### config.mk
export PLATFORM = sky130hd
export DESIGN_NAME = stream_source
export DESIGN_NICKNAME = d
export VERILOG_FILES = /design/src/rtl/stream_source.sv
export SDC_FILE = /design/constraint.sdc
export NUM_CORES = 1
export LEC_CHECK = 0
export ABC_AREA = 0
export BUFFER_PORTS_ARGS = -buffer_cell sky130_fd_sc_hd__buf_2
export CAP_MARGIN = 20
export CORE_ASPECT_RATIO = 1.75
export CORE_MARGIN = 1
export CORE_UTILIZATION = 42
export CTS_CLUSTER_DIAMETER = 40
export DETAILED_ROUTE_END_ITERATION = 7
export PLACE_DENSITY = 0.7
export SLEW_MARGIN = 30
export SYNTH_ARGS = -nofsm -noshare
export SYNTH_HDL_FRONTEND = slang
export SYNTH_SLANG_ARGS = --single-unit
### constraint.sdc
create_clock -name clk -period 3.6 [get_ports clk]
set_clock_uncertainty 0.15 [all_clocks]
set_input_delay 0.72 -clock clk [delete_from_list [all_inputs] [get_ports clk]]
set_output_delay 0.72 -clock clk [all_outputs]
set_load 0.03 [all_outputs]
### src/rtl/stream_source.sv
// Arithmetic-sequence stream generator: emits cfg_count words base, base+stride, ...
// on a valid/ready interface, with abort (stop) and a one-cycle done pulse.
module stream_source #(
    parameter int DATA_WIDTH = 32,
    parameter int CNT_WIDTH  = 16
) (
    input  logic                  clk,
    input  logic                  rst_n,
    input  logic                  start,
    input  logic                  stop,
    input  logic [DATA_WIDTH-1:0] cfg_base,
    input  logic [DATA_WIDTH-1:0] cfg_stride,
    input  logic [CNT_WIDTH-1:0]  cfg_count,
    output logic [DATA_WIDTH-1:0] dout,
    output logic                  dout_v,
    input  logic                  dout_r,
    output logic                  busy,
    output logic                  done
);

    typedef enum logic [1:0] {
        IDLE = 2'd0,
        RUN  = 2'd1,
        DONE = 2'd2
    } state_t;

    state_t                        state_q, state_d;
    logic        [DATA_WIDTH-1:0]  dout_q, dout_d;
    logic                          dout_v_q, dout_v_d;
    logic                          busy_q, busy_d;
    logic                          done_q, done_d;
    logic signed [DATA_WIDTH-1:0]  stride_q, stride_d;
    logic        [CNT_WIDTH-1:0]   remain_q, remain_d;

    logic xfer;
    logic last;

    // Two's-complement stride added with natural wrap modulo 2^DATA_WIDTH.
    function automatic logic [DATA_WIDTH-1:0] wrap_add(
        input logic        [DATA_WIDTH-1:0] a,
        input logic signed [DATA_WIDTH-1:0] b
    );
        return a + b;
    endfunction

    assign xfer = dout_v_q & dout_r;
    assign last = (remain_q == CNT_WIDTH'(1));

    always_ff @(posedge clk or negedge rst_n) begin
        if (!rst_n) begin
            state_q  <= IDLE;
            dout_q   <= '0;
            dout_v_q <= 1'b0;
            busy_q   <= 1'b0;
            done_q   <= 1'b0;
            stride_q <= '0;
            remain_q <= '0;
        end else begin
            state_q  <= state_d;
            dout_q   <= dout_d;
            dout_v_q <= dout_v_d;
            busy_q   <= busy_d;
            done_q   <= done_d;
            stride_q <= stride_d;
            remain_q <= remain_d;
        end
    end

    always_comb begin
        state_d = state_q;
        unique case (state_q)
            IDLE: begin
                if (start) begin
                    state_d = (cfg_count == '0) ? DONE : RUN;
                end
            end
            RUN: begin
                if (stop || (xfer && last)) begin
                    state_d = DONE;
                end
            end
            DONE:    state_d = IDLE;
            default: state_d = IDLE;
        endcase
    end

    always_comb begin
        dout_d   = dout_q;
        dout_v_d = dout_v_q;
        stride_d = stride_q;
        remain_d = remain_q;
        busy_d   = (state_d == RUN);
        // done is registered off the DONE state, so it pulses in the cycle after it.
        done_d   = (state_q == DONE);
        unique case (state_q)
            IDLE: begin
                if (start && (cfg_count != '0)) begin
                    dout_d   = cfg_base;
                    dout_v_d = 1'b1;
                    stride_d = cfg_stride;
                    remain_d = cfg_count;
                end
            end
            RUN: begin
                if (stop) begin
                    dout_v_d = 1'b0;
                    remain_d = '0;
                end else if (xfer) begin
                    if (last) begin
                        dout_v_d = 1'b0;
                        remain_d = '0;
                    end else begin
                        dout_d   = wrap_add(dout_q, stride_q);
                        remain_d = remain_q - CNT_WIDTH'(1);
                    end
                end
            end
            default: begin
                dout_v_d = 1'b0;
            end
        endcase
    end

    assign dout   = dout_q;
    assign dout_v = dout_v_q;
    assign busy   = busy_q;
    assign done   = done_q;

endmodule

==> run metrics <==
Area Overhead vs Synth=19.6%; CTS resizes=0; Antenna Nets Post-Route=0; dpl hpwl=11,600 um; largest net degree at the start of global routing=44; DRC viols=0; Worst Path Required=3.67 ns; Post-layout nets=897; Routed WL=15,300 um; vias per cell=5.44; vias in the first global route=5,200; NetSw=3.27 mW; vias post-DR=5,174; Synth warnings=0; number of library cell types mapped by synthesis=58; Comb power frac=60.6%; Clk Latency, worst-skew pair=0.34 ns; FF-to-FF Start=dout[0]; Seq pwr share=26.3%; die area=13,300 sq um; Final Hold Vio Count=0; Arr. time, crit path=3.11 ns; setup TNS=0 ns; Die Y=152 um; Clock Tree Buf Depth=2; Reg area=2130 sq um; count leader, synth=nand2_1; H-tree Lvls=3; number of synthesized flops with an enable pin=0; final core occ=51.5%; crit path time final=3.04 ns; Worst setup SP type=flip-flop; PwrDens=1030 nW/um^2; cts-stage hold buffer count=0; LEAKAGE=3.15 nW; asr flop ratio synth=100%; Synth top area share=39.5%; share of layout cells above drive strength 1=20.1%; setup violators final=0; post-synthesis sequential area ratio=39.5%; Die Wd=87.5 um; clock slew at reported path FFs=0.07 ns; initial core utilization=43.0%; syn avg cell area=8.06 sq um; Max stage delay on crit path=0.42 ns; GP Congestion=0.912; Cell Chain, Critical Path=ha_1 > fa_1 > a21oi_1 > o211a_1 > o21ai_2 > nor2_1 > o31a_1 > o311ai_4 > a31oi_1 > xor2_1 > o21ai_1; Hold Path Class=primary input to asynchronous set/reset pin; part of the cycle the worst path needs=84.4%; CTS sink cnt=85; dominant cells by area after synthesis=dfrtp_1, nand2_1, ha_1, a21oi_1, o21ai_0; worst slew pin tran=0.795 ns; area of the multi-input gates=3070 sq um; DR pass1 iterations=5; unrepaired setup endpoints after global routing=false; Core Region=12,500 sq um; Clk pwr share=13.1%; wire per inst=16.1 um; Fillers=1,207; Post-CTS Setup Inserts=0; initial antenna violation count=0; CTS root buffer=clkbuf_16; Slew Viols, Final=0; Yosys top cell by area=dfrtp_1; Total GRT Usage=23.8%; status=completed; Post-synth top flop=dfrtp_1; Internal Power=3.39 mW; TritonCTS clock tree=built; CP Capture Type=flip-flop; IO Port Bufs=119; RR Endpoint=dout[28]; syn_nets=786; slowest CP cell=fa_1; worst-case reg-to-reg path depth=11; Ports=120; Peak VDD IR=0.429 mV; relative slew slack=46.5%; first-pass GRT wire length=24,600 um; MaxCap Viol Count=0; total CTS buffers=9; Synth top cells by count=nand2_1, dfrtp_1, a21oi_1, nor2_1, o21ai_0; # diodes=0; overflow left after global routing=0; synthesized cell area=5380 sq um; Worst R2R Setup Slack=0.56 ns; Max Fclk=329 MHz; Seq cells post-synth=85; drt initial violations=278; Rows=54; kind of critical path=flip-flop to flip-flop; switch share=49.1%; maximum fanout along the worst path=3; Post-Synthesis Cells=667
-- layout make-up --
cell class,instances,area share [%]
flip-flops and latches,85,33.1
multi-input cells,532,47.7
well taps,168,3.27
inverters,19,1.11
repair buffers,131,10.7
clock buffers,12,3.83
clock inverters,4,0.369
-- metal layers --
layer | vias to the layer above | GRT usage, % | wire length [um]
met5 | - | 0 | 0
met4 | 0 | 10.8 | 430
li1 | 2569 | - | -
met2 | 134 | 43.9 | 8230
met3 | 31 | 2.49 | 494
met1 | 2440 | 27.1 | 6120
-- layout by cell type (no fill, tap or decap), types with 9 or more instances in the layout --
cell type / n
clkbuf_16: 9
o211ai_1: 9
nand3_1: 12
a21oi_1: 72
nand2_1: 159
xnor2_1: 12
buf_4: 13
inv_1: 18
xor2_1: 13
ha_1: 33
nor3_1: 12
o21ai_0: 45
a31oi_1: 14
buf_2: 118
a21o_1: 12
dfrtp_1: 85
nor2_1: 52
-- through the flow --
step / std cells / power, mW / hold WS, ns / cell area [sq um] / worst slack, ns
after CTS: 951 / 6.66 / 0.131 / 6430 / 0.547
after global routing: 951 / 7.22 / 0.142 / 6430 / 0.305
after floorplan: 667 / 4.74 / 0.274 / 5380 / 0.779
after detailed placement: 935 / 5.77 / 0.318 / 6160 / 0.569
final: 951 / 6.65 / 0.122 / 6430 / 0.561
after global placement: 935 / 5.68 / 0.312 / 6160 / 0.666
-- cell families after synthesis --
kind of cell             synth area share [%]
XOR/XNOR                                 4.07
adder cells (fa/ha/maj)                  8.05
buffers and inverters                    3.61
multiplexers                            0.186
AO/OA/AOI/OAI                            24.1
flip-flops                               39.5
AND/OR/NAND/NOR                          20.5
-- power groups by stage --
stage	combinational (mW)	clock (mW)	sequential, mW
floorplan	2.71	0	2.03
global placement	3.94	0	1.74
detailed placement	4.01	0	1.76
CTS	4.03	0.882	1.74
global route	4.50	0.919	1.80
finish	4.04	0.871	1.75
-- critical path: cells and delay by family (launching register included) --
kind	cells	cell delay (ns)
AO/OA/AOI/OAI	7	1.32
adder cells (fa/ha/maj)	2	0.67
flip-flops	1	0.40
AND/OR/NAND/NOR	1	0.22
XOR/XNOR	1	0.17
-- how the worst max path moves through the flow --
stage | from | endpoint | slack (ns) | depth (start not counted)
finish | dout[0] | dout[28] | 0.56 | 11
global route | dout[1] | dout[31] | 0.30 | 10
CTS | dout[4] | dout[31] | 0.55 | 10
detailed placement | dout[4] | dout[31] | 0.57 | 10
global placement | dout[0] | dout[28] | 0.67 | 11
floorplan | dout[1] | dout[31] | 0.78 | 10
-- state kept, by name (all words and copies together) (netlist names) --
signal and flops:
stride_q 32, dout_v 1, done 1, state_q 2
busy 1, dout 32, remain_q 16
(Power assumes the default switching activity.)
